**src/rtl/pipe_ctrl_if.sv**
```systemverilog
// pipe_ctrl_if: bundle of the memory-response, hazard-detection and
// pipeline-register control signals exchanged between the datapath and
// the stall/flush sequencer.
//
// Handshake: imem_resp and dmem_resp are single-cycle "complete" strobes.
// The sequencer captures a strobe that arrives while the other side is
// still busy. A response is consumed on the advance edge, which is the
// edge where all load enables that are allowed to rise are high. The
// memory side must not repeat a captured response.
interface pipe_ctrl_if #(parameter int REG_W = 5);
    logic             imem_resp;
    logic             dmem_req;
    logic             dmem_resp;
    logic [REG_W-1:0] id_rs1;
    logic [REG_W-1:0] id_rs2;
    logic             id_uses_rs1;
    logic             id_uses_rs2;
    logic [REG_W-1:0] ex_rd;
    logic             ex_is_load;
    logic             ex_branch_taken;
    logic             load_pc;
    logic             load_if_id;
    logic             load_id_ex;
    logic             load_ex_mem;
    logic             load_mem_wb;
    logic             flush_if_id;
    logic             flush_id_ex;
    logic [1:0]       stall_state;
    logic [31:0]      perf_stall;
    logic [31:0]      perf_bubble;
    logic [31:0]      perf_flush;

    // Datapath / memory side
    modport master (
        output imem_resp, dmem_req, dmem_resp,
        output id_rs1, id_rs2, id_uses_rs1, id_uses_rs2,
        output ex_rd, ex_is_load, ex_branch_taken,
        input  load_pc, load_if_id, load_id_ex, load_ex_mem, load_mem_wb,
        input  flush_if_id, flush_id_ex, stall_state,
        input  perf_stall, perf_bubble, perf_flush
    );

    // Sequencer side
    modport slave (
        input  imem_resp, dmem_req, dmem_resp,
        input  id_rs1, id_rs2, id_uses_rs1, id_uses_rs2,
        input  ex_rd, ex_is_load, ex_branch_taken,
        output load_pc, load_if_id, load_id_ex, load_ex_mem, load_mem_wb,
        output flush_if_id, flush_id_ex, stall_state,
        output perf_stall, perf_bubble, perf_flush
    );
endinterface

```
**src/rtl/pipe_ctrl.sv**
```systemverilog
// pipe_ctrl: stall/flush sequencer for the five-stage pipeline.
// It produces the per-stage load enables and the bubble/squash flush strobes.
// It also remembers memory responses that arrive before the pipeline can advance.
// Optional feature macro: PIPE_CTRL_PERF_EN. When it is defined, the
// stall/bubble/flush performance counters are live. When it is undefined,
// the counters are not built and the outputs are tied to 0.
module pipe_ctrl #(
    parameter int REG_W = 5
) (
    input logic       clk,
    input logic       reset,   // asynchronous, active-low
    pipe_ctrl_if.slave bus
);

    localparam logic [REG_W-1:0] ZERO_IDX = '0;

    logic i_done_q, d_done_q;
    logic i_done_d, d_done_d;
    logic i_ok, d_ok, advance, hazard;
    logic [4:0] loads;     // {pc, if_id, id_ex, ex_mem, mem_wb}
    logic [1:0] flushes;   // {if_id, id_ex}
    logic stall_ev, bubble_ev, flush_ev;

    // Response bookkeeping, hazard detection and load/flush generation
    always_comb begin
        i_ok    = bus.imem_resp | i_done_q;
        d_ok    = ~bus.dmem_req | bus.dmem_resp | d_done_q;
        advance = i_ok & d_ok;
        hazard  = bus.ex_is_load & (bus.ex_rd != ZERO_IDX) &
                  ((bus.id_uses_rs1 & (bus.id_rs1 == bus.ex_rd)) |
                   (bus.id_uses_rs2 & (bus.id_rs2 == bus.ex_rd)));

        i_done_d  = i_done_q;
        d_done_d  = d_done_q;
        loads     = 5'b00000;
        flushes   = 2'b00;
        stall_ev  = 1'b0;
        bubble_ev = 1'b0;
        flush_ev  = 1'b0;

        if (advance) begin
            i_done_d = 1'b0;
            d_done_d = 1'b0;
        end else begin
            // Responses without a matching outstanding access are ignored.
            if (bus.imem_resp)                 i_done_d = 1'b1;
            if (bus.dmem_req && bus.dmem_resp) d_done_d = 1'b1;
        end

        if (reset) begin
            if (!advance) begin
                stall_ev = 1'b1;
            end else if (bus.ex_branch_taken) begin
                // The branch wins over the hazard because the hazard
                // consumer is on the wrong path and is squashed anyway.
                loads    = 5'b11111;
                flushes  = 2'b11;
                flush_ev = 1'b1;
            end else if (hazard) begin
                // Freeze PC and IF/ID, and insert a bubble into ID/EX.
                loads     = 5'b00111;
                flushes   = 2'b01;
                bubble_ev = 1'b1;
            end else begin
                loads = 5'b11111;
            end
        end
    end

    // Early-response flags
    always_ff @(posedge clk or negedge reset) begin
        if (!reset) begin
            i_done_q <= 1'b0;
            d_done_q <= 1'b0;
        end else begin
            i_done_q <= i_done_d;
            d_done_q <= d_done_d;
        end
    end

`ifdef PIPE_CTRL_PERF_EN
    logic [31:0] perf_stall_q, perf_bubble_q, perf_flush_q;

    // Event counters that wrap modulo 2^32
    always_ff @(posedge clk or negedge reset) begin
        if (!reset) begin
            perf_stall_q  <= '0;
            perf_bubble_q <= '0;
            perf_flush_q  <= '0;
        end else begin
            if (stall_ev)  perf_stall_q  <= perf_stall_q + 32'd1;
            if (bubble_ev) perf_bubble_q <= perf_bubble_q + 32'd1;
            if (flush_ev)  perf_flush_q  <= perf_flush_q + 32'd1;
        end
    end

    assign bus.perf_stall  = perf_stall_q;
    assign bus.perf_bubble = perf_bubble_q;
    assign bus.perf_flush  = perf_flush_q;
`else
    // Without counters, the event strobes have no consumer.
    logic unused_ev;
    assign unused_ev       = stall_ev ^ bubble_ev ^ flush_ev;
    assign bus.perf_stall  = '0;
    assign bus.perf_bubble = '0;
    assign bus.perf_flush  = '0;
`endif

    assign {bus.load_pc, bus.load_if_id, bus.load_id_ex,
            bus.load_ex_mem, bus.load_mem_wb} = loads;
    assign {bus.flush_if_id, bus.flush_id_ex} = flushes;
    assign bus.stall_state = {~d_ok, ~i_ok};

endmodule
```
**src/flat_wrapper.sv**
```systemverilog
// flat-port wrapper written by rule: the top's interface ports become plain ports
module pipe_ctrl_flat 
#(
    parameter int REG_W = 5
)
  (clk, reset, bus_imem_resp, bus_dmem_req, bus_dmem_resp, bus_id_rs1, bus_id_rs2, bus_id_uses_rs1, bus_id_uses_rs2, bus_ex_rd, bus_ex_is_load, bus_ex_branch_taken, bus_load_pc, bus_load_if_id, bus_load_id_ex, bus_load_ex_mem, bus_load_mem_wb, bus_flush_if_id, bus_flush_id_ex, bus_stall_state, bus_perf_stall, bus_perf_bubble, bus_perf_flush);
  pipe_ctrl_if #(.REG_W(REG_W)) bus_i ();
  input logic clk;
  input logic reset;
  input wire logic [$bits(bus_i.imem_resp)-1:0] bus_imem_resp;
  input wire logic [$bits(bus_i.dmem_req)-1:0] bus_dmem_req;
  input wire logic [$bits(bus_i.dmem_resp)-1:0] bus_dmem_resp;
  input wire logic [$bits(bus_i.id_rs1)-1:0] bus_id_rs1;
  input wire logic [$bits(bus_i.id_rs2)-1:0] bus_id_rs2;
  input wire logic [$bits(bus_i.id_uses_rs1)-1:0] bus_id_uses_rs1;
  input wire logic [$bits(bus_i.id_uses_rs2)-1:0] bus_id_uses_rs2;
  input wire logic [$bits(bus_i.ex_rd)-1:0] bus_ex_rd;
  input wire logic [$bits(bus_i.ex_is_load)-1:0] bus_ex_is_load;
  input wire logic [$bits(bus_i.ex_branch_taken)-1:0] bus_ex_branch_taken;
  output wire logic [$bits(bus_i.load_pc)-1:0] bus_load_pc;
  output wire logic [$bits(bus_i.load_if_id)-1:0] bus_load_if_id;
  output wire logic [$bits(bus_i.load_id_ex)-1:0] bus_load_id_ex;
  output wire logic [$bits(bus_i.load_ex_mem)-1:0] bus_load_ex_mem;
  output wire logic [$bits(bus_i.load_mem_wb)-1:0] bus_load_mem_wb;
  output wire logic [$bits(bus_i.flush_if_id)-1:0] bus_flush_if_id;
  output wire logic [$bits(bus_i.flush_id_ex)-1:0] bus_flush_id_ex;
  output wire logic [$bits(bus_i.stall_state)-1:0] bus_stall_state;
  output wire logic [$bits(bus_i.perf_stall)-1:0] bus_perf_stall;
  output wire logic [$bits(bus_i.perf_bubble)-1:0] bus_perf_bubble;
  output wire logic [$bits(bus_i.perf_flush)-1:0] bus_perf_flush;
  assign bus_i.imem_resp = bus_imem_resp;
  assign bus_i.dmem_req = bus_dmem_req;
  assign bus_i.dmem_resp = bus_dmem_resp;
  assign bus_i.id_rs1 = bus_id_rs1;
  assign bus_i.id_rs2 = bus_id_rs2;
  assign bus_i.id_uses_rs1 = bus_id_uses_rs1;
  assign bus_i.id_uses_rs2 = bus_id_uses_rs2;
  assign bus_i.ex_rd = bus_ex_rd;
  assign bus_i.ex_is_load = bus_ex_is_load;
  assign bus_i.ex_branch_taken = bus_ex_branch_taken;
  assign bus_load_pc = bus_i.load_pc;
  assign bus_load_if_id = bus_i.load_if_id;
  assign bus_load_id_ex = bus_i.load_id_ex;
  assign bus_load_ex_mem = bus_i.load_ex_mem;
  assign bus_load_mem_wb = bus_i.load_mem_wb;
  assign bus_flush_if_id = bus_i.flush_if_id;
  assign bus_flush_id_ex = bus_i.flush_id_ex;
  assign bus_stall_state = bus_i.stall_state;
  assign bus_perf_stall = bus_i.perf_stall;
  assign bus_perf_bubble = bus_i.perf_bubble;
  assign bus_perf_flush = bus_i.perf_flush;
  pipe_ctrl #(.REG_W(REG_W)) u_core (.clk(clk), .reset(reset), .bus(bus_i));
endmodule
```
**config.mk**
```make
export PLATFORM = sky130hd
export DESIGN_NAME = pipe_ctrl_flat
export DESIGN_NICKNAME = d
export VERILOG_FILES = /design/src/rtl/pipe_ctrl_if.sv /design/src/rtl/pipe_ctrl.sv /design/src/flat_wrapper.sv
export SDC_FILE = /design/constraint.sdc
export NUM_CORES = 1
export LEC_CHECK = 0
export CORE_AREA = 2 2 50 52
export DETAILED_ROUTE_END_ITERATION = 8
export DIE_AREA = 0 0 52 54
export DONT_BUFFER_PORTS = 1
export GPL_TIMING_DRIVEN = 0
export SKIP_LAST_GASP = 1
export SYNTH_ARGS = -nofsm -noshare
export SYNTH_HDL_FRONTEND = slang
export SYNTH_SLANG_ARGS = --single-unit
```
**constraint.sdc**
```tcl
create_clock -name clk -period 5.7 [get_ports clk]
set_input_delay 1.71 -clock clk [delete_from_list [all_inputs] [get_ports clk]]
set_output_delay 1.71 -clock clk [all_outputs]
set_load 0.05 [all_outputs]
```
# Word level (Yosys, flattened, before mapping)
# Index checks and enable logic that the tools add are counted.
# totals
output_inout_bits,105
register_bits,2
elab_cells,32
inputBits,24
# classes
n_eq_ne,2
n_bitwise,12
n_reduce_logical,4
mux,12
# ops
cell,n
$mux W5,4
$eq A5 B5 Y1,2
$mux W2,3
$and A1 B1 Y1,5
$mux W1,5
$reduce_bool A5 Y1,1
$or A1 B1 Y1,4
$reduce_bool A2 Y1,2
$not A1 Y1,3
$logic_and A1 B1 Y1,1

# Logic depth before layout (Yosys ltp)
# Gate-level depths: netlist of run 1.
# depth
word_depth,8
ltp_mapped,5
mapped_depth_nobuf,4

# Worst setup path before layout of run 1
# Ideal clock, no wire load.
# synth_path
kind,in2out
start,input bus_dmem_req
end,output bus_flush_id_ex
path_stages,4
t_required_ns,3.990
arrival_time_ns,3.897
n_path_buf,0
path_slack_ns,0.093
path_cell_list,nor3b_2 -> nor2_1 -> and2_1 -> o21bai_1
# synth_via
elab_chain_cells,6
# synth_lines
element,line,text
start: declaration,flat_wrapper.sv:11,input wire logic [$bits(bus_i.dmem_req)-1:0] bus_dmem_req;
$not A1 Y1,pipe_ctrl.sv:27,d_ok = ~bus.dmem_req | bus.dmem_resp | d_done_q;
$or A1 B1 Y1 (2 in a row),pipe_ctrl.sv:27,
$and A1 B1 Y1,pipe_ctrl.sv:28,advance = i_ok & d_ok;
$mux W2,pipe_ctrl.sv:51,if (!advance) begin
$mux W2,pipe_ctrl.sv:50,if (reset) begin
end: declaration,flat_wrapper.sv:26,output wire logic [$bits(bus_i.flush_id_ex)-1:0] bus_flush_id_ex;
# No other way between the ends.

# Worst setup path in the final report of run 1
# Same ends and word-level chain as after synthesis.

==> metrics.txt, run 1 <==
status complete, no violations; first-pass GRT wire length 2550 µm; TritonCTS buffer count 3; post-detailed-route DRC marker count 0; setup repair after global routing missed its margin false; register bit count reported by yosys 2; final net count 253; crit-path max FO 5; width of the die 52 µm; Max Cap Violations 0; post-DR wirelength/cell 7.69 µm; H-Tree Level Count 1; WS Path Type in2out; sum of net half-perimeters after detailed placement 1960 µm; fraction of registers with async set/reset 100%; CP arrival 3.88 ns; Worst Path Required 3.99 ns; I/O pin count 129; Hold-fix buffers, CTS 0; Sinks on Clock Net 2; number of vias in the routed layout 758; vias in the first global route 581; CP Launch Type input pin; power density cells 188 mW/mm²; post-route clock period utilization 98.1%; worst slew pin tran 1.10 ns; Setup WS pre-CTS -0.0459 ns; netlist area before placement 0.00100 mm²; drt via density 2.95; CTS tree yes; initial drt markers 5; Seq/Total Area, Yosys 5.00%; global route total overflow 0; headroom to the max-slew limit 26.3%; gpl congestion 0.764; number of rows in the core area 18; minimum period implied by the final worst setup slack 5.59 ns; pin count of the biggest net entering global routing 6; number of warnings reported in the yosys synthesis log 0; peak per-stage delay on the critical path 0.86 ns; Die Outline Area 0.00281 mm²; layout-stage area growth over the synthesis result 42.3%; number of buffer cells added on primary ports 0; total global routing track utilization 12.4%; number of unique standard cell types used by synthesis 21; average cell area after synthesis 7.76 µm²; Final Skew 0.000890 ns; CTS root buf clkbuf_4; maximum VDD drop 0.108 mV; antenna diode count 0; Final Core Density 61.4%; Starting Density 43.1%; cell area after placement 0.00140 mm²; # setup viols final 0; fin worst setup slack 0.106 ns; worst-path cell with the longest stage delay nor2_1; crit end category primary output; number of pins with negative max-slew slack in the final report 0; first-pass iteration count of the detailed router 4; antenna violations before repair 0; Pleak 0.000959 µW; top achievable clock speed 179 MHz; die extent in y 54 µm; post-route total power 268 µW; antenna-violating nets left 0; number of standard cells after synthesis 129; area of the placeable core 0.00232 mm²; number of buffers on the longest clock path 2; share of cells above drive strength 1 45.8%; later-pin clock latency in the skew report 0.22 ns; Hold Path Class reg2reg; chain of cells forming the critical path nor3b_4 -> nor2_1 -> and2_1 -> o21bai_1; count of final hold-check violations 0; clock transition at the registers of the reported paths 0.03 ns; Post-Layout Inst Area 0.00142 mm²; most used flip-flop cell after synthesis dfrtp_1; number of enable-type register cells in the synthesized netlist 0; overall routed net length 1980 µm
[per-stage QoR]
stage / TNS (ns) / hold slack (ns) / std cells
2_1_floorplan: 0 / 0.425 / 224
3_3_place_gp: -0.0697 / 0.436 / 254
3_5_place_dp: -0.0459 / 0.446 / 254
4_1_cts: 0 / 0.448 / 257
5_1_grt: 0 / 0.456 / 257
6_report: 0 / 0.448 / 257
[cell type report]
cell class                      instances  area (µm²)
Fill cell                             226         896
Buffer                                 99         743
Multi-Input combinational cell        123         571
Sequential cell                         2        50.0
Tap cell                               30        37.5
Clock buffer                            3        22.5
[per-layer routing]
| metal | vias up | GRT usage (%) | part of all wire [%] | routed length, µm |
|---|---|---|---|---|
| met5 | - | 0 | 0 | 0 |
| met4 | 0 | 3.95 | 0 | 0 |
| met3 | 0 | 6.94 | 21 | 407 |
| met2 | 71 | 24.9 | 55 | 1100 |
| met1 | 281 | 10.0 | 24 | 472 |
| li1 | 406 | - | - | - |
[final timing paths]
path / start / end / slack [ns] / cells after the start
setup / recovery: bus_dmem_req / bus_flush_id_ex / 0.11 / 4
hold / removal: u_core.i_done_q / u_core.d_done_q / 0.45 / 1
setup reg to reg: u_core.i_done_q / u_core.i_done_q / 4.33 / 2
hold reg to reg: u_core.i_done_q / u_core.d_done_q / 0.45 / 1
max in group asynchronous: reset / u_core.i_done_q / 4.45 / 0
min in group asynchronous: reset / u_core.d_done_q / 1.19 / 0
[cell usage in the layout (no fill, tap or decap)]
master | netlist | layout
a21oi_1 | 1 | 1
a32oi_1 | 1 | 1
and2_0 | 1 | 1
and2_1 | 1 | 1
buf_4 | 99 | 99
clkbuf_4 | 0 | 3
conb_1 | 1 | 96
dfrtp_1 | 2 | 2
nor2_1 | 2 | 2
nor2b_1 | 1 | 1
nor3_1 | 1 | 1
nor3b_4 | 0 | 1
nor4_1 | 1 | 1
nor4_2 | 1 | 1
o21ai_0 | 1 | 1
o21ai_1 | 1 | 1
o21bai_1 | 1 | 1
o31a_1 | 1 | 1
or3_1 | 1 | 1
or4_1 | 1 | 1
xnor2_1 | 2 | 2
xor2_1 | 8 | 8
[logic make-up after synthesis]
family / after synthesis / share of synthesized area (%)
DFF: 2 / 5.00
xor gates and xnor gates: 10 / 8.75
AOI/OAI and AO/OA: 6 / 4.00
other: 1 / 0.375
and+or+nand+nor: 11 / 7.63
buffers and inverters: 99 / 74.2
[power breakdown]
part / switching (µW) / leakage, µW / internal, µW / total, µW
logic: 168 / 0.000918 / 53.7 / 222
registers: 0.700 / 0.0000268 / 15.1 / 15.8
clock network: 7.32 / 0.0000138 / 23.2 / 30.5
[state kept, by name, summed over array words and instances, names as in the netlist]
signal	count
u_core.d_done_q	1
u_core.i_done_q	1
[Yosys cell counts (2+ instances only)]
| cell | instances | area, µm² |
|---|---|---|
| buf_4 | 99 | 743 |
| xor2_1 | 8 | 70.1 |
| dfrtp_1 | 2 | 50.1 |
| nor2_1 | 2 | 7.51 |
| xnor2_1 | 2 | 17.5 |
[timing repair]
action / in CTS / in global routing
buffers inserted: 0 / 0
setup endpoints to repair: 1 / 0
gates resized for setup: 1 / 0
[critical path: cells and delay by family]
family / cells / cell delay [ns]
AO/OA/AOI/OAI: 1 / 0.53
AND/OR/NAND/NOR: 3 / 1.64
Power figures use the tool's default switching activity.
==> run 2, diff against run 1 <==
TNS_END_PERCENT = 30   (was not set)
==> results of run 2 <==
Same layout as run 1: the final DEF is identical, and so are final timing and power.
